File: src/rtl/iommu_cq_decoder_if.sv
// Command-queue decoder bus: 64-bit beat stream in; IOTLB, directory-cache
// and fence request channels plus status flags out.
interface iommu_cq_decoder_if;
  logic        beat_valid_i;
  logic [63:0] beat_data_i;
  logic        beat_ready_o;

  logic        iotlb_inv_valid_o;
  logic        iotlb_inv_ready_i;
  logic        iotlb_inv_gvma_o;
  logic        iotlb_inv_av_o;
  logic        iotlb_inv_pscv_o;
  logic        iotlb_inv_gv_o;
  logic [19:0] iotlb_inv_pscid_o;
  logic [15:0] iotlb_inv_gscid_o;
  logic [51:0] iotlb_inv_vpn_o;

  logic        dir_inv_valid_o;
  logic        dir_inv_ready_i;
  logic        dir_inv_pdt_o;
  logic        dir_inv_dv_o;
  logic [23:0] dir_inv_did_o;
  logic [19:0] dir_inv_pid_o;

  logic        fence_valid_o;
  logic        fence_ready_i;
  logic        fence_av_o;
  logic        fence_wsi_o;
  logic        fence_pr_o;
  logic        fence_pw_o;
  logic [63:0] fence_addr_o;
  logic [31:0] fence_data_o;

  logic        cmd_done_o;
  logic        cmd_ill_o;
  logic        cmd_ill_clr_i;
  logic        busy_o;

  // Decoder side.
  modport slave (
    input  beat_valid_i, beat_data_i, iotlb_inv_ready_i, dir_inv_ready_i,
           fence_ready_i, cmd_ill_clr_i,
    output beat_ready_o,
           iotlb_inv_valid_o, iotlb_inv_gvma_o, iotlb_inv_av_o, iotlb_inv_pscv_o,
           iotlb_inv_gv_o, iotlb_inv_pscid_o, iotlb_inv_gscid_o, iotlb_inv_vpn_o,
           dir_inv_valid_o, dir_inv_pdt_o, dir_inv_dv_o, dir_inv_did_o, dir_inv_pid_o,
           fence_valid_o, fence_av_o, fence_wsi_o, fence_pr_o, fence_pw_o,
           fence_addr_o, fence_data_o,
           cmd_done_o, cmd_ill_o, busy_o
  );

  // Command source / request sink side.
  modport master (
    output beat_valid_i, beat_data_i, iotlb_inv_ready_i, dir_inv_ready_i,
           fence_ready_i, cmd_ill_clr_i,
    input  beat_ready_o,
           iotlb_inv_valid_o, iotlb_inv_gvma_o, iotlb_inv_av_o, iotlb_inv_pscv_o,
           iotlb_inv_gv_o, iotlb_inv_pscid_o, iotlb_inv_gscid_o, iotlb_inv_vpn_o,
           dir_inv_valid_o, dir_inv_pdt_o, dir_inv_dv_o, dir_inv_did_o, dir_inv_pid_o,
           fence_valid_o, fence_av_o, fence_wsi_o, fence_pr_o, fence_pw_o,
           fence_addr_o, fence_data_o,
           cmd_done_o, cmd_ill_o, busy_o
  );
endinterface

File: src/rtl/iommu_cq_decoder.sv
// IOMMU command-queue decoder: assembles two 64-bit beats into one command and
// dispatches it to the IOTLB, directory-cache or fence request channel.
//
// state    | meaning
// IDLE     | waiting for beat0 (low dword)
// BEAT1    | low dword stored, waiting for beat1 (high dword)
// DISPATCH | exactly one request valid held until its ready
// HALT     | illegal command seen, waiting for cmd_ill_clr_i
module iommu_cq_decoder (
  input  logic              clk_i,
  input  logic              rst_i,
  iommu_cq_decoder_if.slave bus
);
  typedef enum logic [1:0] {IDLE, BEAT1, DISPATCH, HALT} state_t;

  localparam logic [6:0] OP_IOTINVAL = 7'd1;
  localparam logic [6:0] OP_IOFENCE  = 7'd2;
  localparam logic [6:0] OP_IODIR    = 7'd3;
  localparam logic [2:0] F3_VMA      = 3'd0;
  localparam logic [2:0] F3_GVMA     = 3'd1;
  localparam logic [2:0] F3_DDT      = 3'd0;
  localparam logic [2:0] F3_PDT      = 3'd1;
  localparam logic [2:0] F3_FENCE_C  = 3'd0;

  state_t       state;
  logic [63:0]  lo_q;
  logic [127:0] cmd;
  logic [6:0]   opcode;
  logic [2:0]   func3;
  logic         is_iotlb;
  logic         is_dir;
  logic         is_fence;
  logic         dispatch_hs;
  logic         unused_cmd;

  always_comb begin
    cmd      = {bus.beat_data_i, lo_q};
    opcode   = cmd[6:0];
    func3    = cmd[9:7];
    is_iotlb = (opcode == OP_IOTINVAL) &&
               ((func3 == F3_VMA) || ((func3 == F3_GVMA) && !cmd[32]));
    is_dir   = (opcode == OP_IODIR) &&
               ((func3 == F3_DDT) || ((func3 == F3_PDT) && cmd[33]));
    is_fence = (opcode == OP_IOFENCE) && (func3 == F3_FENCE_C);
  end

  // Reserved command bits are deliberately dropped.
  assign unused_cmd = ^cmd;

  assign dispatch_hs = (bus.iotlb_inv_valid_o & bus.iotlb_inv_ready_i) |
                       (bus.dir_inv_valid_o   & bus.dir_inv_ready_i)   |
                       (bus.fence_valid_o     & bus.fence_ready_i);

  always_ff @(posedge clk_i) begin
    if (rst_i || (state == DISPATCH && dispatch_hs)) begin
      bus.iotlb_inv_valid_o <= 1'b0;
      bus.iotlb_inv_gvma_o  <= 1'b0;
      bus.iotlb_inv_av_o    <= 1'b0;
      bus.iotlb_inv_pscv_o  <= 1'b0;
      bus.iotlb_inv_gv_o    <= 1'b0;
      bus.iotlb_inv_pscid_o <= '0;
      bus.iotlb_inv_gscid_o <= '0;
      bus.iotlb_inv_vpn_o   <= '0;
      bus.dir_inv_valid_o   <= 1'b0;
      bus.dir_inv_pdt_o     <= 1'b0;
      bus.dir_inv_dv_o      <= 1'b0;
      bus.dir_inv_did_o     <= '0;
      bus.dir_inv_pid_o     <= '0;
      bus.fence_valid_o     <= 1'b0;
      bus.fence_av_o        <= 1'b0;
      bus.fence_wsi_o       <= 1'b0;
      bus.fence_pr_o        <= 1'b0;
      bus.fence_pw_o        <= 1'b0;
      bus.fence_addr_o      <= '0;
      bus.fence_data_o      <= '0;
    end
    if (rst_i) begin
      state            <= IDLE;
      lo_q             <= '0;
      bus.beat_ready_o <= 1'b1;
      bus.busy_o       <= 1'b0;
      bus.cmd_done_o   <= 1'b0;
      bus.cmd_ill_o    <= 1'b0;
    end else begin
      bus.cmd_done_o <= 1'b0;
      case (state)
        IDLE: begin
          if (bus.beat_valid_i) begin
            lo_q       <= bus.beat_data_i;
            state      <= BEAT1;
            bus.busy_o <= 1'b1;
          end
        end
        BEAT1: begin
          if (bus.beat_valid_i) begin
            bus.beat_ready_o <= 1'b0;
            state            <= DISPATCH;
            if (is_iotlb) begin
              bus.iotlb_inv_valid_o <= 1'b1;
              bus.iotlb_inv_gvma_o  <= (func3 == F3_GVMA);
              bus.iotlb_inv_av_o    <= cmd[10];
              bus.iotlb_inv_pscv_o  <= cmd[32];
              bus.iotlb_inv_gv_o    <= cmd[33];
              bus.iotlb_inv_pscid_o <= cmd[31:12];
              bus.iotlb_inv_gscid_o <= cmd[59:44];
              bus.iotlb_inv_vpn_o   <= cmd[125:74];
            end else if (is_dir) begin
              bus.dir_inv_valid_o <= 1'b1;
              bus.dir_inv_pdt_o   <= (func3 == F3_PDT);
              bus.dir_inv_dv_o    <= cmd[33];
              bus.dir_inv_did_o   <= cmd[63:40];
              bus.dir_inv_pid_o   <= cmd[31:12];
            end else if (is_fence) begin
              bus.fence_valid_o <= 1'b1;
              bus.fence_av_o    <= cmd[10];
              bus.fence_wsi_o   <= cmd[11];
              bus.fence_pr_o    <= cmd[12];
              bus.fence_pw_o    <= cmd[13];
              bus.fence_data_o  <= cmd[63:32];
              // ADDR field is cmd[126:64]; the output is ADDR<<2 truncated to 64 bits.
              bus.fence_addr_o  <= {cmd[125:64], 2'b00};
            end else begin
              state         <= HALT;
              bus.cmd_ill_o <= 1'b1;
            end
          end
        end
        DISPATCH: begin
          if (dispatch_hs) begin
            state            <= IDLE;
            bus.beat_ready_o <= 1'b1;
            bus.busy_o       <= 1'b0;
            bus.cmd_done_o   <= 1'b1;
          end
        end
        HALT: begin
          if (bus.cmd_ill_clr_i) begin
            state            <= IDLE;
            bus.cmd_ill_o    <= 1'b0;
            bus.beat_ready_o <= 1'b1;
            bus.busy_o       <= 1'b0;
          end
        end
        default: state <= IDLE;
      endcase
    end
  end
endmodule

File: src/flat_wrapper.sv
// flat-port wrapper written by rule: the top's interface ports become plain ports
module iommu_cq_decoder_flat 
  (clk_i, rst_i, bus_beat_valid_i, bus_beat_data_i, bus_iotlb_inv_ready_i, bus_dir_inv_ready_i, bus_fence_ready_i, bus_cmd_ill_clr_i, bus_beat_ready_o, bus_iotlb_inv_valid_o, bus_iotlb_inv_gvma_o, bus_iotlb_inv_av_o, bus_iotlb_inv_pscv_o, bus_iotlb_inv_gv_o, bus_iotlb_inv_pscid_o, bus_iotlb_inv_gscid_o, bus_iotlb_inv_vpn_o, bus_dir_inv_valid_o, bus_dir_inv_pdt_o, bus_dir_inv_dv_o, bus_dir_inv_did_o, bus_dir_inv_pid_o, bus_fence_valid_o, bus_fence_av_o, bus_fence_wsi_o, bus_fence_pr_o, bus_fence_pw_o, bus_fence_addr_o, bus_fence_data_o, bus_cmd_done_o, bus_cmd_ill_o, bus_busy_o);
  iommu_cq_decoder_if bus_i ();
  input  logic clk_i;
  input  logic rst_i;
  input wire logic [$bits(bus_i.beat_valid_i)-1:0] bus_beat_valid_i;
  input wire logic [$bits(bus_i.beat_data_i)-1:0] bus_beat_data_i;
  input wire logic [$bits(bus_i.iotlb_inv_ready_i)-1:0] bus_iotlb_inv_ready_i;
  input wire logic [$bits(bus_i.dir_inv_ready_i)-1:0] bus_dir_inv_ready_i;
  input wire logic [$bits(bus_i.fence_ready_i)-1:0] bus_fence_ready_i;
  input wire logic [$bits(bus_i.cmd_ill_clr_i)-1:0] bus_cmd_ill_clr_i;
  output wire logic [$bits(bus_i.beat_ready_o)-1:0] bus_beat_ready_o;
  output wire logic [$bits(bus_i.iotlb_inv_valid_o)-1:0] bus_iotlb_inv_valid_o;
  output wire logic [$bits(bus_i.iotlb_inv_gvma_o)-1:0] bus_iotlb_inv_gvma_o;
  output wire logic [$bits(bus_i.iotlb_inv_av_o)-1:0] bus_iotlb_inv_av_o;
  output wire logic [$bits(bus_i.iotlb_inv_pscv_o)-1:0] bus_iotlb_inv_pscv_o;
  output wire logic [$bits(bus_i.iotlb_inv_gv_o)-1:0] bus_iotlb_inv_gv_o;
  output wire logic [$bits(bus_i.iotlb_inv_pscid_o)-1:0] bus_iotlb_inv_pscid_o;
  output wire logic [$bits(bus_i.iotlb_inv_gscid_o)-1:0] bus_iotlb_inv_gscid_o;
  output wire logic [$bits(bus_i.iotlb_inv_vpn_o)-1:0] bus_iotlb_inv_vpn_o;
  output wire logic [$bits(bus_i.dir_inv_valid_o)-1:0] bus_dir_inv_valid_o;
  output wire logic [$bits(bus_i.dir_inv_pdt_o)-1:0] bus_dir_inv_pdt_o;
  output wire logic [$bits(bus_i.dir_inv_dv_o)-1:0] bus_dir_inv_dv_o;
  output wire logic [$bits(bus_i.dir_inv_did_o)-1:0] bus_dir_inv_did_o;
  output wire logic [$bits(bus_i.dir_inv_pid_o)-1:0] bus_dir_inv_pid_o;
  output wire logic [$bits(bus_i.fence_valid_o)-1:0] bus_fence_valid_o;
  output wire logic [$bits(bus_i.fence_av_o)-1:0] bus_fence_av_o;
  output wire logic [$bits(bus_i.fence_wsi_o)-1:0] bus_fence_wsi_o;
  output wire logic [$bits(bus_i.fence_pr_o)-1:0] bus_fence_pr_o;
  output wire logic [$bits(bus_i.fence_pw_o)-1:0] bus_fence_pw_o;
  output wire logic [$bits(bus_i.fence_addr_o)-1:0] bus_fence_addr_o;
  output wire logic [$bits(bus_i.fence_data_o)-1:0] bus_fence_data_o;
  output wire logic [$bits(bus_i.cmd_done_o)-1:0] bus_cmd_done_o;
  output wire logic [$bits(bus_i.cmd_ill_o)-1:0] bus_cmd_ill_o;
  output wire logic [$bits(bus_i.busy_o)-1:0] bus_busy_o;
  assign bus_i.beat_valid_i = bus_beat_valid_i;
  assign bus_i.beat_data_i = bus_beat_data_i;
  assign bus_i.iotlb_inv_ready_i = bus_iotlb_inv_ready_i;
  assign bus_i.dir_inv_ready_i = bus_dir_inv_ready_i;
  assign bus_i.fence_ready_i = bus_fence_ready_i;
  assign bus_i.cmd_ill_clr_i = bus_cmd_ill_clr_i;
  assign bus_beat_ready_o = bus_i.beat_ready_o;
  assign bus_iotlb_inv_valid_o = bus_i.iotlb_inv_valid_o;
  assign bus_iotlb_inv_gvma_o = bus_i.iotlb_inv_gvma_o;
  assign bus_iotlb_inv_av_o = bus_i.iotlb_inv_av_o;
  assign bus_iotlb_inv_pscv_o = bus_i.iotlb_inv_pscv_o;
  assign bus_iotlb_inv_gv_o = bus_i.iotlb_inv_gv_o;
  assign bus_iotlb_inv_pscid_o = bus_i.iotlb_inv_pscid_o;
  assign bus_iotlb_inv_gscid_o = bus_i.iotlb_inv_gscid_o;
  assign bus_iotlb_inv_vpn_o = bus_i.iotlb_inv_vpn_o;
  assign bus_dir_inv_valid_o = bus_i.dir_inv_valid_o;
  assign bus_dir_inv_pdt_o = bus_i.dir_inv_pdt_o;
  assign bus_dir_inv_dv_o = bus_i.dir_inv_dv_o;
  assign bus_dir_inv_did_o = bus_i.dir_inv_did_o;
  assign bus_dir_inv_pid_o = bus_i.dir_inv_pid_o;
  assign bus_fence_valid_o = bus_i.fence_valid_o;
  assign bus_fence_av_o = bus_i.fence_av_o;
  assign bus_fence_wsi_o = bus_i.fence_wsi_o;
  assign bus_fence_pr_o = bus_i.fence_pr_o;
  assign bus_fence_pw_o = bus_i.fence_pw_o;
  assign bus_fence_addr_o = bus_i.fence_addr_o;
  assign bus_fence_data_o = bus_i.fence_data_o;
  assign bus_cmd_done_o = bus_i.cmd_done_o;
  assign bus_cmd_ill_o = bus_i.cmd_ill_o;
  assign bus_busy_o = bus_i.busy_o;
  iommu_cq_decoder u_core (.clk_i(clk_i), .rst_i(rst_i), .bus(bus_i));
endmodule
File: config.mk
export PLATFORM = sky130hd
export DESIGN_NAME = iommu_cq_decoder_flat
export DESIGN_NICKNAME = d
export VERILOG_FILES = /design/src/rtl/iommu_cq_decoder_if.sv /design/src/rtl/iommu_cq_decoder.sv /design/src/flat_wrapper.sv
export SDC_FILE = /design/constraint.sdc
export NUM_CORES = 1
export LEC_CHECK = 0
export BUFFER_PORTS_ARGS = -buffer_cell sky130_fd_sc_hd__buf_2
export CORE_MARGIN = 2
export CORE_UTILIZATION = 31
export CTS_BUF_LIST = sky130_fd_sc_hd__clkbuf_8
export DETAILED_ROUTE_END_ITERATION = 10
export HOLD_SLACK_MARGIN = 0.05
export PLACE_DENSITY = 0.54
export REMOVE_ABC_BUFFERS = 1
export SLEW_MARGIN = 20
export SYNTH_ARGS = -nofsm -noshare
export SYNTH_HDL_FRONTEND = slang
export SYNTH_SLANG_ARGS = --single-unit
File: constraint.sdc
create_clock -name clk_i -period 1.84 [get_ports clk_i]
set_input_delay 0.46 -clock clk_i [delete_from_list [all_inputs] [get_ports clk_i]]
set_output_delay 0.46 -clock clk_i [all_outputs]
set_load 0.1 [all_outputs]
# After elaboration in Yosys (flattened, before gate mapping)
# Index checks and enable logic that the tools add are counted.
[op_classes]
n_eq_ne = 14
n_mux = 141
bitwise = 6
reduce_logical = 21
[ops]
columns = ["operator", "count"]
rows = [
  ["64-bit 2-to-1 mux", 7],
  ["52-bit 2-to-1 mux", 5],
  ["32-bit 2-to-1 mux", 7],
  ["20-bit 2-to-1 mux", 11],
  ["24-bit 2-to-1 mux", 6],
  ["1-bit 2-to-1 mux", 90],
  ["16-bit 2-to-1 mux", 5],
  ["7-bit by 2-bit equality test with 1-bit output (second input constant)", 2],
  ["2-bit 2-to-1 mux", 6],
  ["2-bit != test (second input constant)", 6],
  ["4-bit AND reduction", 3],
  ["2-bit one-hot mux with 4 select lines", 1],
  ["7-bit by 1-bit equality test with 1-bit output (second input constant)", 1],
  ["1-bit logical AND", 6],
  ["1-bit one-hot mux with 3 select lines", 2],
  ["6-bit AND reduction", 1],
  ["3-bit nonzero test", 2],
  ["2-bit equality test (second input constant)", 2],
  ["1-bit bitwise AND", 3],
  ["3-bit by 1-bit equality test with 1-bit output (second input constant)", 1],
  ["3-bit zero test", 1],
  ["1-bit logical OR", 3],
  ["2-bit by 1-bit equality test with 1-bit output (second input constant)", 1],
  ["2-bit zero test", 1],
  ["8 further kinds", 9],
]
[word_totals]
register_bits = 311
in_bits = 71
output_inout_bits = 245
word_cells = 208

# Logic depth before layout (Yosys ltp)
# Gate-level depths: netlist of run 1.
[depth]
ltp_word = 12
mapped_depth = 9
mapped_depth_nobuf = 6

# Worst setup path before layout of run 1
# OpenSTA, ideal clock, no wires.
[synth_path]
path_type = "flip-flop to flip-flop"
startpoint = "register u_core.bus.iotlb_inv_valid_o"
endpoint = "register u_core.bus.fence_data_o[22] in the netlist's numbering"
setup_ns = 0.119
arrival_time_ns = 2.320
t_required_ns = 1.721
setup_slack_ns = -0.598
path_stages_with_launch = 8
n_path_buf = 3
synth_period_minus_slack_ns = 2.438
cell_sequence = "dfxtp_1 > a222oi_1 > o21a_1 > a21boi_0 > buf_2 > buf_4 > buf_4 > a22o_1"
[synth_via]
elab_chain_cells = 12
[synth_rtl]
columns = ["item", "line_no", "rtl"]
rows = [
  ["start, declared", "iommu_cq_decoder_if.sv:44", "iotlb_inv_valid_o, iotlb_inv_gvma_o, iotlb_inv_av_o, iotlb_inv_pscv_o,"],
  ["start signal, assigned", "iommu_cq_decoder.sv:56", "bus.iotlb_inv_valid_o <= 1'b0;"],
  ["start signal, assigned", "iommu_cq_decoder.sv:99", "bus.iotlb_inv_valid_o <= 1'b1;"],
  ["1-bit bitwise AND (*)", "iommu_cq_decoder.sv:50", "assign dispatch_hs = (bus.iotlb_inv_valid_o & bus.iotlb_inv_ready_i) |"],
  ["1-bit bitwise OR (*)", "iommu_cq_decoder.sv:50", ""],
  ["1-bit bitwise OR (*)", "iommu_cq_decoder.sv:51", "(bus.dir_inv_valid_o & bus.dir_inv_ready_i) |"],
  ["1-bit logical AND (*)", "iommu_cq_decoder.sv:55", "if (rst_i || (state == DISPATCH && dispatch_hs)) begin"],
  ["1-bit logical OR (*)", "iommu_cq_decoder.sv:55", ""],
  ["32-bit 2-to-1 mux (*)", "iommu_cq_decoder.sv:55", ""],
  ["32-bit 2-to-1 mux", "iommu_cq_decoder.sv:113", "end else if (is_fence) begin"],
  ["32-bit 2-to-1 mux", "iommu_cq_decoder.sv:107", "end else if (is_dir) begin"],
  ["32-bit 2-to-1 mux", "iommu_cq_decoder.sv:98", "if (is_iotlb) begin"],
  ["32-bit 2-to-1 mux", "iommu_cq_decoder.sv:95", "if (bus.beat_valid_i) begin"],
  ["32-bit 2-to-1 mux", "iommu_cq_decoder.sv:86", "case (state)"],
  ["32-bit 2-to-1 mux (*)", "iommu_cq_decoder.sv:77", "if (rst_i) begin"],
  ["end signal, assigned", "iommu_cq_decoder.sv:119", "bus.fence_data_o <= cmd[63:32];"],
  ["end, declared", "iommu_cq_decoder_if.sv:48", "fence_addr_o, fence_data_o,"],
]
# Mark *: on every way between the ends. The rest lies on a longest branch, timed or not.
# A chain may end at the register's enable or synchronous reset.

# Worst setup path after layout of run 1
[layout_path]
startpoint = "register u_core.state[1]"
endpoint = "register u_core.bus.dir_inv_did_o[9] in the netlist's numbering"
[layout_via]
elab_chain_cells = 9
word_cells_on_any_way = 10
classes_between = "2 x eq/ne; 6 x mux; 2 x reduce/logical"
[layout_rtl]
columns = ["item", "line_no", "rtl"]
rows = [
  ["start, declared", "iommu_cq_decoder.sv:25", "state_t state;"],
  ["start signal, assigned", "iommu_cq_decoder.sv:78", "state <= IDLE;"],
  ["start signal, assigned", "iommu_cq_decoder.sv:90", "state <= BEAT1;"],
  ["start signal, assigned", "iommu_cq_decoder.sv:97", "state <= DISPATCH;"],
  ["2-bit equality test", "iommu_cq_decoder.sv:55", ""],
  ["1-bit logical AND", "iommu_cq_decoder.sv:55", ""],
  ["1-bit logical OR", "iommu_cq_decoder.sv:55", ""],
  ["24-bit 2-to-1 mux", "iommu_cq_decoder.sv:55", ""],
  ["24-bit 2-to-1 mux", "iommu_cq_decoder.sv:107", ""],
  ["24-bit 2-to-1 mux", "iommu_cq_decoder.sv:98", ""],
  ["24-bit 2-to-1 mux", "iommu_cq_decoder.sv:95", ""],
  ["24-bit 2-to-1 mux", "iommu_cq_decoder.sv:86", ""],
  ["24-bit 2-to-1 mux (*)", "iommu_cq_decoder.sv:77", ""],
  ["end signal, assigned", "iommu_cq_decoder.sv:111", "bus.dir_inv_did_o <= cmd[63:40];"],
  ["end, declared", "iommu_cq_decoder_if.sv:46", "dir_inv_valid_o, dir_inv_pdt_o, dir_inv_dv_o, dir_inv_did_o, dir_inv_pid_o,"],
]
# Marks and branches as above.

==> run summary, run 1 <==
The run finished, with violations left. The checks that failed: negative setup slack. The growth of design area from synthesis to finish came out at 46.1%. The initialized floorplan defines 65 standard-cell rows. The startpoint kind of the worst setup timing path is a register.

The startpoint identified for the worst hold timing path is bus_beat_data_i[12]. The total design power is 16.4 mW. The die covers 33500 sq um.

In this run, synthesis produced a sequential element count of 311. The actual slew at the worst max-slew pin came out at 0.518 ns. CTS saw 311 sinks. On the critical path, the stage with the largest delay is an instance of o31a_4.

In this run the deepest clock path goes through 3 buffers. The clock transition at the registers of the reported paths came out at 0.06 ns. The number of global-route vias before repair came out at 7948. The total of fill cells in the finished design is 3011. The most instantiated flip-flop cell in the synthesis netlist is dfxtp_1. For this run, the post-layout net count is 1340. Yosys attributes the largest share of cell area to dfxtp_1 63%, a22o_1 21%, nand2_1 5.1%. The worst hold path stage count is 2. The clock skew after layout is 0.0174 ns.

Setup repair after global routing could not meet its margin everywhere. The timing startpoint of the critical path is u_core.state[1]. The number of design rule violations left after detail routing is 0. The final period utilization is 102%.

The residual antenna-violating net count after detailed routing came out at 0. In the final timing run, aggregate negative setup slack is -0.728 ns. Counting the buffers created by CTS gives 52.

The wire length after detailed routing came out at 33.7 mm. The power density normalized to cell area came out at 1130 nW/um^2. The clock tree from TritonCTS is yes.

In this run the clock root is driven by a clkbuf_8. After legalization and detailed placement, the total HPWL measured 19.4 mm. Entering global routing, the biggest net connects 69 pins. The count of pins on the block boundary is 316. The number of enable flip-flop cells after synthesis is 0.

The library cell occupying the most area in the post-synthesis netlist is dfxtp_1. The count of warnings emitted by yosys came out at 0. In this design, the largest share of critical-path delay is due to compound AO/OA/AOI/OAI gates. Sequential cells were found to cover 62.6% of the synthesized design area. The number of antenna violations at the first check in global routing is 0.

The final design instance area without fill came out at 14500 sq um. The final-report max-slew violation count is 0. During placement, the flow inserted port buffers numbering 315.

The cell depth of the worst setup path came out at 7. The average size of a mapped cell is 11.2 sq um. Ranked by instance count, the synthesized netlist is headed by 311 x dfxtp_1, 233 x a22o_1, 135 x nand2_1.

The final RePlAce weighted congestion is 0.776. The global-route congestion overflow total is 0. The number of maximum-capacitance constraint violations came out at 0. The worst hold slack is 0.144 ns. The worst path arrival time came out at 2.32 ns. The count of unique library cells instantiated by Yosys is 38. The die is 183 microns tall.

The instance count of the mapped netlist came out at 888. The startpoint identified for the worst register-to-register timing path is u_core.state[1]. The first global-routing pass estimated 46.0 mm of wire.

The clock insertion delay at the later pin of the skew report came out at 0.56 ns. The number of hold violations in the final report is 0. Once placement finished, the instance area stood at 12300 sq um. For this block, the via count after detailed routing is 8491.

The setup violation total in the final timing report is 57. STA puts the critical path data required time at 2.29 ns. For this run, asynchronously set or reset flops after synthesis account for 0%. The reported leakage power is 6.56 nW. For this run, the detailed router's first-pass iteration total came to 4. In this run the tightest slew margin relative to its limit is 65.7%. The number of buffers inserted for hold repair after clock tree synthesis came out at 0. The critical path is of the reg -> reg type. The most repeated cell in the gate-level netlist after synthesis is dfxtp_1. After detailed routing, the average wire length per cell comes to 19.8 microns. The worst stage delay on the critical path came out at 0.40 ns. The combined buffer and inverter count along the critical path is 3.

The mapped netlist covers 9940 sq um. The maximum clock rate came out at 534 MHz. The worst setup timing slack at the placement stage came out at -0.238 ns. The number of DRC violations after detailed-routing iteration 0 came out at 453. The number of antenna diodes in the final layout is 0.

The cell count of the worst reg-to-reg path is 7. The core region is 31600 sq um. The peak supply drop came out at 0.537 mV.

The total routing usage reported by global routing came out at 17.2%. The tightest min-delay check is of the in -> reg type. The via-per-instance ratio came out at 4.99. The H-tree depth is 2. Traced cell by cell, the critical path runs through inv_1 -> ha_2 -> nand4_1 -> buf_4 -> o31a_4 -> clkbuf_16 -> a22o_1. The minimum setup slack in the final design came out at -0.0314 ns. After layout, the minimum clock period comes to 1.87 ns. The effective utilization at floorplan is 31.5%. The proportion of layout cells with a drive suffix above 1 is 37.3%. The synthesized design devotes to its leading area cell type 62.6% of total area. The type of destination of the critical path is a register. The worst-path maximum fanout is 14. The die extent in x came out at 183 microns.
[cells in the final DEF, fill, tap and decap left out, drive strengths merged, types with 2 or more instances in the layout]
cell,synthesis,routed
and2,4,4
dfxtp,311,311
clkinv,0,2
nor4,3,3
a31oi,2,2
nor2,6,6
o211ai,3,3
nand4,2,2
o21a,2,2
nor3,4,4
inv,5,27
nand2,135,135
nor2b,3,3
a21o,3,3
a21oi,69,69
buf,45,269
o21ai,4,4
clkbuf,28,189
bufinv,0,4
a22o,233,233
a21boi,4,4
ha,6,6
or3,3,3
[worst register-to-register path, cell delays in order (launching register included)]
cell and delay, ns:
dfxtp_2 0.34, inv_1 0.08, ha_2 0.19, nand4_1 0.15
buf_4 0.18, o31a_4 0.40, clkbuf_16 0.20, a22o_1 0.23
[per-stage QoR]
stage / cells / utilization (%)
after floorplan: 815 / -
after global placement: 1583 / 39.1
after detailed placement: 1583 / 39.1
after CTS: 1680 / 43.5
after global routing: 1703 / 46.0
final: 1703 / 46.0
[report_power, final]
part	switching, mW	internal, mW	total [mW]
Clock	2.72	3.69	6.41
Combinational	1.78	0.916	2.70
Sequential	0.254	7.08	7.34
[cell families after synthesis]
kind of cell	Yosys count	synth area share, %
adder cells (fa/ha/maj)	6	0.755
multiplexers	1	0.101
AND/OR/NAND/NOR	165	6.96
buffers and inverters	78	3.65
AO/OA/AOI/OAI	327	25.9
flip-flops	311	62.6
[timing repair]
item | CTS | global route
pin swaps | 1 | 62
setup endpoints to repair | 282 | 332
buffers inserted | 2 | 6
cloned | 3 | 18
hold endpoints to repair | 0 | 0
gates resized for setup | 74 | 136
[state kept, by name, summed over array words and instances (netlist names), 2 cells and up]
signal / cells
u_core.bus.fence_addr_o: 64
u_core.lo_q: 64
u_core.bus.iotlb_inv_vpn_o: 52
u_core.bus.fence_data_o: 32
u_core.bus.dir_inv_did_o: 24
u_core.bus.dir_inv_pid_o: 20
u_core.bus.iotlb_inv_pscid_o: 20
u_core.bus.iotlb_inv_gscid_o: 16
u_core.state: 2
[metal layers]
| layer | wire (microns) | share of wire (%) | up-vias | track usage [%] |
|---|---|---|---|---|
| met2 | 15400 | 46 | 295 | 27.5 |
| li1 | - | - | 4028 | - |
| met5 | 0 | 0 | - | 0 |
| met4 | 653 | 1.9 | 0 | 4.99 |
| met3 | 2390 | 7.1 | 56 | 4.85 |
| met1 | 15200 | 45 | 4112 | 22.8 |
[final timing paths]
path	end	slack, ns
min reg2reg	u_core.lo_q[5]	0.45
max	u_core.bus.dir_inv_did_o[9]	-0.03
max reg2reg	u_core.bus.dir_inv_did_o[9]	-0.03
min	u_core.bus.iotlb_inv_vpn_o[2]	0.14
[final cells by class]
cell class	count	area (sq um)	share of cell area [%]
Clock buffer	64	881	6.07
Clock inverter	28	220	1.52
Inverter	5	18.8	0.129
Multi-Input combinational cell	499	3440	23.7
Sequential cell	311	6230	42.9
Tap cell	402	503	3.46
Timing Repair Buffer	394	3230	22.2
Power figures use the tool's default switching activity.
==> run 2, diff against run 1 <==
==> constraint.sdc (replaced) <==
create_clock -name clk_i -period 1.84 [get_ports clk_i]
set_input_delay 0.368 -clock clk_i [delete_from_list [all_inputs] [get_ports clk_i]]
set_output_delay 0.368 -clock clk_i [all_outputs]
set_load 0.1 [all_outputs]
==> run 2 against run 1 <==
  * The run still ends with negative setup slack left
  * Routed wire length rose by 1.1%
  * Sequential cell count is the same
  * Count of clock-buffer cells in the layout shrank 7
==> run summary, run 2 (synthesis gave the netlist of run 1 again) <==
The residual antenna-violating net count after detailed routing came out at 0. Timing analysis after detailed placement gives a worst setup slack of -0.187 ns. The minimum setup slack in the final design is -0.0161 ns. The final design instance area without fill came out at 14700 sq um. The number of maximum-capacitance constraint violations came out at 0. Traced cell by cell, the critical path runs through or3b_4 -> or3_4 -> nor3_4 -> buf_6 -> buf_12 -> a22o_1. The final RePlAce weighted congestion is 0.788. The worst-path maximum fanout came out at 15. Among cell families on the critical path, the largest total delay comes from simple AND/OR/NAND/NOR gates.

The number of DRC violations after detailed-routing iteration 0 is 401. Counting the fill cells in the layout gives 3033. Counting every sink on the clock net gives 311. The worst stage delay on the critical path is 0.39 ns. The total routing usage reported by global routing is 17.5%. The H-tree depth is 2. The maximum number of pins on one net before global-route repair is 70. The global-route congestion overflow total is 0.

The core region area is 31600 sq um. Wire segments on met2 add up to 15.4 mm in the final route. At the pin with the least slew margin, the transition time is 0.529 ns. In this run the power density over the cells is 1070 nW/um^2. The routed wire length on met3 came out at 2.36 mm. In the routed layout, each cell is associated on average with a via count of 4.91. Setup repair after global routing could not meet its margin everywhere.

The top routing layer in use is met4. Registers take 6230 sq um. The standard cell area after detailed placement is 12300 sq um. For this run, the share of the core covered by cells in the final layout is 46.4%. TritonCTS built the clock tree.

The final-report max-slew violation count is 0. The critical path is of the reg -> reg type. The clock insertion delay at the later pin of the skew report is 0.56 ns. The startpoint kind of the worst setup timing path is a register. The tightest min-delay check is of the in -> reg type. The final period utilization came out at 101%.

The headroom to the max-slew limit is 65.0%. The final routed wire length divided by cell count is 19.3 microns. During placement, the flow inserted port buffers numbering 315. The growth of design area from synthesis to finish came out at 47.4%. The type of destination of the critical path is a register. The overall via count from detail_route is 8639. Detailed placement finished with a half-perimeter wire length of 19.3 mm.

The time the final worst path needs with I/O delays and setup is 1.86 ns. No sink is reached through more buffers than the 3 on the longest clock path. The die outline area came out at 33500 sq um. The number of hold violations in the final report came out at 0. The checks that failed: negative setup slack.

The clock skew after layout is 0.0200 ns. The clock transition at the registers of the reported paths came out at 0.06 ns. The proportion of layout cells with a drive suffix above 1 came out at 36.2%. The number of buffers inserted during clock tree synthesis is 50. The maximum clock rate is 539 MHz.

The flow ran to the end, but the final reports show violations. The peak supply drop came out at 0.545 mV. The library cell used most frequently in the layout, excluding fill and tap cells, is buf_2. The total negative setup slack came out at -0.0585 ns. The total design power is 15.7 mW. The net count of the finished layout came out at 1401.

For this configuration, the core starts out at a cell density of 31.5%. CTS placed an instance of clkbuf_8 at the clock tree root. The number of design rule violations left after detail routing came out at 0. The count of TritonRoute iterations in the first routing pass is 4. Measured along the y axis, the die boundary spans 183 microns. The total number of placement rows is 65. In the final layout, the registers with the most flip-flops are u_core.bus.fence_addr_o: 64 flops, u_core.lo_q: 64 flops, u_core.bus.iotlb_inv_vpn_o: 52 flops. The count of pins on the block boundary is 316.

Measured along the x axis, the die boundary spans 183 microns. The worst path arrival time came out at 2.35 ns. The library cells used most frequently in the layout, excluding fill and tap cells, are 314 x buf_2, 305 x dfxtp_1, 233 x a22o_1. The routed length on met1 came out at 15.6 mm.

The first-pass GRT wire length is 47.1 mm. The number of antenna violations at the first check in global routing came out at 0. The combined buffer and inverter count along the critical path came out at 2.

The wire length after detailed routing is 34.0 mm. The endpoint required time on the critical path came out at 2.33 ns. The reported leakage power is 6.87 nW. The number of global-route vias before repair came to 8352. Summing all multi-input logic gate instances after layout gives 3490 sq um. Setup violations remaining at the end of the flow were counted as 10. The largest individual stage delay along the critical path comes from the cell or3b_4.
-- run 2: cell types whose count changed in the layout (fill, tap and decap cells not counted), moves of 3 or more --
cell | previous run | this run
buf_6 | 9 | 18
clkbuf_16 | 13 | 16
buf_2 | 147 | 314
bufinv_16 | 4 | 1
clkbuf_4 | 112 | 0
clkbuf_8 | 64 | 57
dlygate4sd3_1 | 0 | 56
buf_4 | 84 | 27
-- run 2: what timing repair did --
| item | CTS | global route |
|---|---|---|
| gates cloned | 3 | 24 |
| hold endpoints to repair | 106 | 0 |
| hold buffers | 56 | 0 |
| setup buffers | 7 | 6 |
| pin swaps | 2 | 87 |
| resized for setup | 15 | 37 |
| endpoints found under the setup margin | 236 | 198 |
-- run 2: path summary, 6_finish.rpt --
kind,startpoint,to,slack (ns),cells after the start
min reg2reg,u_core.lo_q[37],u_core.lo_q[37],0.45,2
max,u_core.lo_q[8],u_core.bus.fence_addr_o[54],-0.02,6
min,bus_beat_data_i[52],u_core.bus.iotlb_inv_vpn_o[42],0.08,2
max reg2reg,u_core.lo_q[8],u_core.bus.fence_addr_o[54],-0.02,6
-- run 2: metrics by stage --
step,hold slack (ns),cells
floorplan,0.430,815
global placement,0.437,1583
detailed placement,0.440,1583
CTS,0.0507,1732
global route,0.0667,1760
finish,0.0816,1761
-- run 2: layer usage --
metal / up-vias / track usage, %
li1: 4128 / -
met1: 4138 / 23.0
met2: 313 / 28.0
met3: 60 / 4.92
met4: 0 / 5.41
met5: - / 0
-- run 2: report_power, final --
part	switching, mW	leakage, nW	total (mW)	internal [mW]
clock	2.63	0.564	5.57	2.94
combinational	1.81	3.78	2.80	0.990
sequential	0.266	2.52	7.35	7.08
-- run 2: cell type report --
type	count	share of cell area, %
diodes	1	0.0171
flip-flops and latches	311	42.5
repair buffers	457	23.7
clock buffers	57	5.35
well taps	402	3.43
multi-input cells	499	23.8
inverters	5	0.128
clock inverters	29	0.974
==> run 3, diff against run 2 <==
--- a/config.mk
+++ b/config.mk
@@ -6,12 +6,14 @@
 export NUM_CORES = 1
 export LEC_CHECK = 0
 export BUFFER_PORTS_ARGS = -buffer_cell sky130_fd_sc_hd__buf_2
+export CELL_PAD_IN_SITES_DETAIL_PLACEMENT = 1
+export CELL_PAD_IN_SITES_GLOBAL_PLACEMENT = 1
 export CORE_MARGIN = 2
 export CORE_UTILIZATION = 31
 export CTS_BUF_LIST = sky130_fd_sc_hd__clkbuf_8
 export DETAILED_ROUTE_END_ITERATION = 10
 export HOLD_SLACK_MARGIN = 0.05
-export PLACE_DENSITY = 0.54
+export PLACE_DENSITY = 0.67
 export REMOVE_ABC_BUFFERS = 1
 export SLEW_MARGIN = 20
 export SYNTH_ARGS = -nofsm -noshare
==> run 3 against run 2 <==
  * The run still ends with negative setup slack left
  * Register-to-register slack worse by 0.02 ns
  * Critical endpoint is now u_core.bus.iotlb_inv_vpn_o[28]
  * Critical path depth unchanged
  * Sequential share of layout area about the same
  * Highest routed layer unchanged
  * Count of clock-buffer cells in the layout up 7
  * Final cell count up 0.40%
  * Die area unchanged
  * Clock power up 14%
  * Sequential cell count unchanged
  * Sequential power about the same
==> run summary, run 3 (synthesis gave the netlist of run 1 again) <==
For the worst flop-to-flop path, the logic depth is 6. The clock drives 311 sinks. The time the final worst path needs with I/O delays and setup is 1.88 ns.

Input and output buffers added on the ports amount to 315. The worst hold path stage count came out at 3. The die covers 33500 sq um. The cell at the root of the clock tree is clkbuf_8. In this run the static leakage power is 6.86 nW.

Clock-pin slew was measured on the worst setup and hold paths at 0.06 ns. In this run the most critical hold path is launched from bus_beat_data_i[24]. The first-pass GRT wire length came out at 50.8 mm. At the pin with the least slew margin, the transition time is 0.510 ns. The H-tree depth came out at 2. The switching power summed over all nets is 4.87 mW. The share of total power dissipated in sequential elements is 44.6%. Broken down by cell family, the worst path's largest delay share belongs to compound AO/OA/AOI/OAI gates.

Entering global routing, the biggest net connects 58 pins. Headroom to the max-slew limit came out at 65.7%. The number of hold violations in the final report came to 0.

The buffer depth of the longest clock path is 3. The type of destination of the critical path is a register. The switching fraction of total power came out at 29.5%. For this run, design rule violations remaining after detail routing come to 0. The worst stage delay on the critical path came out at 0.44 ns. For this block, the routed nets add up to 36.2 mm of wire. The combined buffer and inverter count along the critical path came out at 2. The effective utilization at floorplan came out at 31.5%. The library cell used most frequently in the layout, excluding fill and tap cells, is buf_2. The class of the tightest hold or removal check is in -> reg.

The die is 183 microns tall. The worst register-to-register path ends at u_core.bus.iotlb_inv_vpn_o[28]. The final design instance area without fill came out at 14700 sq um. The category of the critical setup timing path is reg -> reg. The number of maximum-capacitance constraint violations is 0.

Once routing completed, OpenROAD measured the worst setup slack at -0.0407 ns. At the later pin of the worst-skew pair, clock insertion delay measures 0.57 ns. In the layout the commonest cells are 312 x buf_2, 306 x dfxtp_1, 233 x a22o_1. The checks that failed: negative setup slack. In the final layout, the registers with the most flip-flops are u_core.bus.fence_addr_o: 64 flops, u_core.lo_q: 64 flops, u_core.bus.iotlb_inv_vpn_o: 52 flops. The total routing usage reported by global routing is 18.9%.

The critical-path cell with the highest stage delay is a222oi_1. The flow ran to the end, but the final reports show violations. Setup repair after global routing could not meet its margin everywhere. The residual antenna-violating net count after detailed routing came out at 0. The internal power contribution came out at 11.6 mW. The worst-path maximum fanout came out at 7. The power share of the clock group came out at 38.4%.

The placed wire-length estimate came out at 20.8 mm. The number of instances in the placed design is 1582. The repair_antennas step left the layout with diodes totalling 0. Data on the critical path is required at its endpoint by 2.33 ns.

The final RePlAce weighted congestion is 0.734. The growth of design area from synthesis to finish is 47.5%. The overall via count from detail_route is 8825. For the worst setup path, the data arrival time is 2.38 ns.

The number of antenna violations at the first check in global routing came out at 0. The number of DRC violations after detailed-routing iteration 0 is 403. The final period utilization came out at 102%.

The via-per-instance ratio came out at 4.99. After detailed placement, the total cell area comes to 12300 sq um. After floorplanning, the core was sized to cover 31600 sq um. Row generation in the floorplan step produced 65 rows. The hold path endpoint is u_core.lo_q[24]. The total of fill cells in the finished design is 3504. The launch instance of the worst register-to-register path is u_core.bus.iotlb_inv_valid_o.

The setup violation total in the final timing report came out at 46. The power density normalized to cell area is 1130 nW/um^2. The die extent in x is 183 microns.

The net count of the finished layout is 1403. The peak supply drop came out at 0.508 mV. The number of global-route vias before repair is 8832. The proportion of layout cells with a drive suffix above 1 is 36.2%.

The final routed wire length divided by cell count is 20.5 microns. The reg-to-reg setup timing slack is -0.04 ns. TritonCTS built the clock tree. The maximum clock rate is 532 MHz. The critical path goes through a222oi_1 -> o21a_2 -> a21boi_4 -> buf_12 -> buf_16 -> a22o_1. The count of TritonRoute iterations in the first routing pass is 4. The count of pins on the block boundary is 316. The final instance count without filler cells is 1768. The final-report max-slew violation count is 0. The clock arrives with 0.0230 ns of skew.

The number of buffers inserted during clock tree synthesis came out at 53. The global-route congestion overflow total came out at 0. The worst setup path is launched from a register.

The combinational share of power came out at 17.0%.
==> run 3: changes by cell type in the layout (fill, tap and decap cells not counted), moves of 3 or more <==
cell           previous run  this run
buf_6                    18         5
buf_4                    27        39
clkbuf_8                 57        64
buf_12                   22        17
dlygate4sd3_1            56        61
clkinv_2                  3         7
inv_1                    28        24
clkbuf_16                16        13
==> run 3: metal layers <==
layer	GRT usage (%)	up-vias	part of all wire [%]	routed length [microns]
li1	-	4136	-	-
met3	4.88	57	6.0	2160
met1	24.2	4330	44	16100
met5	0	-	0	0
met2	31.3	302	47	17200
met4	5.50	0	2.2	811
==> run 3: worst max-delay path by stage <==
stage | cells past startpoint | from | to | slack [ns]
3_3_place_gp | 6 | u_core.lo_q[2] | u_core.bus.iotlb_inv_vpn_o[15] | -0.20
6_report | 6 | u_core.bus.iotlb_inv_valid_o | u_core.bus.iotlb_inv_vpn_o[28] | -0.04
5_1_grt | 6 | u_core.bus.iotlb_inv_valid_o | u_core.bus.iotlb_inv_vpn_o[28] | -0.14
3_5_place_dp | 6 | u_core.lo_q[2] | u_core.bus.iotlb_inv_pscv_o | -0.24
4_1_cts | 9 | u_core.state[1] | u_core.bus.fence_addr_o[46] | 0.003
2_1_floorplan | 4 | u_core.bus.iotlb_inv_valid_o | u_core.bus.fence_addr_o[10] | -5.54
==> run 3: layout make-up <==
| class | instances | area [sq um] | share of cell area, % |
|---|---|---|---|
| Multi-Input combinational cell | 499 | 3460 | 23.6 |
| Timing Repair Buffer | 456 | 3360 | 22.9 |
| Clock inverter | 31 | 209 | 1.43 |
| Clock buffer | 64 | 881 | 6.01 |
| Inverter | 5 | 18.8 | 0.128 |
| Tap cell | 402 | 503 | 3.43 |
| Sequential cell | 311 | 6230 | 42.5 |
==> run 3: power by group through the flow <==
stage	Combinational [mW]	Clock [mW]	Sequential, mW
2_1_floorplan	0.980	0	7.96
3_3_place_gp	2.51	0	7.46
3_5_place_dp	2.55	0	7.48
4_1_cts	2.68	6.53	7.34
5_1_grt	3.05	6.88	7.40
6_report	2.80	6.34	7.36
==> run 3: repair_timing <==
item | 4_1_cts | 5_1_grt
hold buffers | 61 | 0
gates cloned | 1 | 20
pin swaps | 2 | 51
setup endpoints to repair | 210 | 240
gates resized for setup | 10 | 30
setup buffers | 3 | 7
endpoints found under the hold margin | 163 | 0
==> run 3: stage by stage <==
| stage | hold slack [ns] | setup slack, ns | TNS [ns] | util (%) | total power [mW] |
|---|---|---|---|---|---|
| final | 0.0959 | -0.0407 | -0.804 | 46.5 | 16.5 |
| after global routing | 0.0595 | -0.139 | -12.75 | 46.5 | 17.3 |
| after CTS | 0.0524 | 0.00253 | 0 | 44.6 | 16.5 |
| after detailed placement | 0.444 | -0.236 | -24.44 | 38.9 | 10.0 |
| after global placement | 0.437 | -0.202 | -20.95 | 38.9 | 9.97 |
| after floorplan | 0.430 | -5.54 | -1186.85 | - | 8.94 |
==> run 3: worst reg2reg max path: cells and delay by family (launching register included) <==
kind,cells,cell delay [ns]
AO/OA/AOI/OAI,4,1.13
buffers and inverters,2,0.36
flip-flops,1,0.32
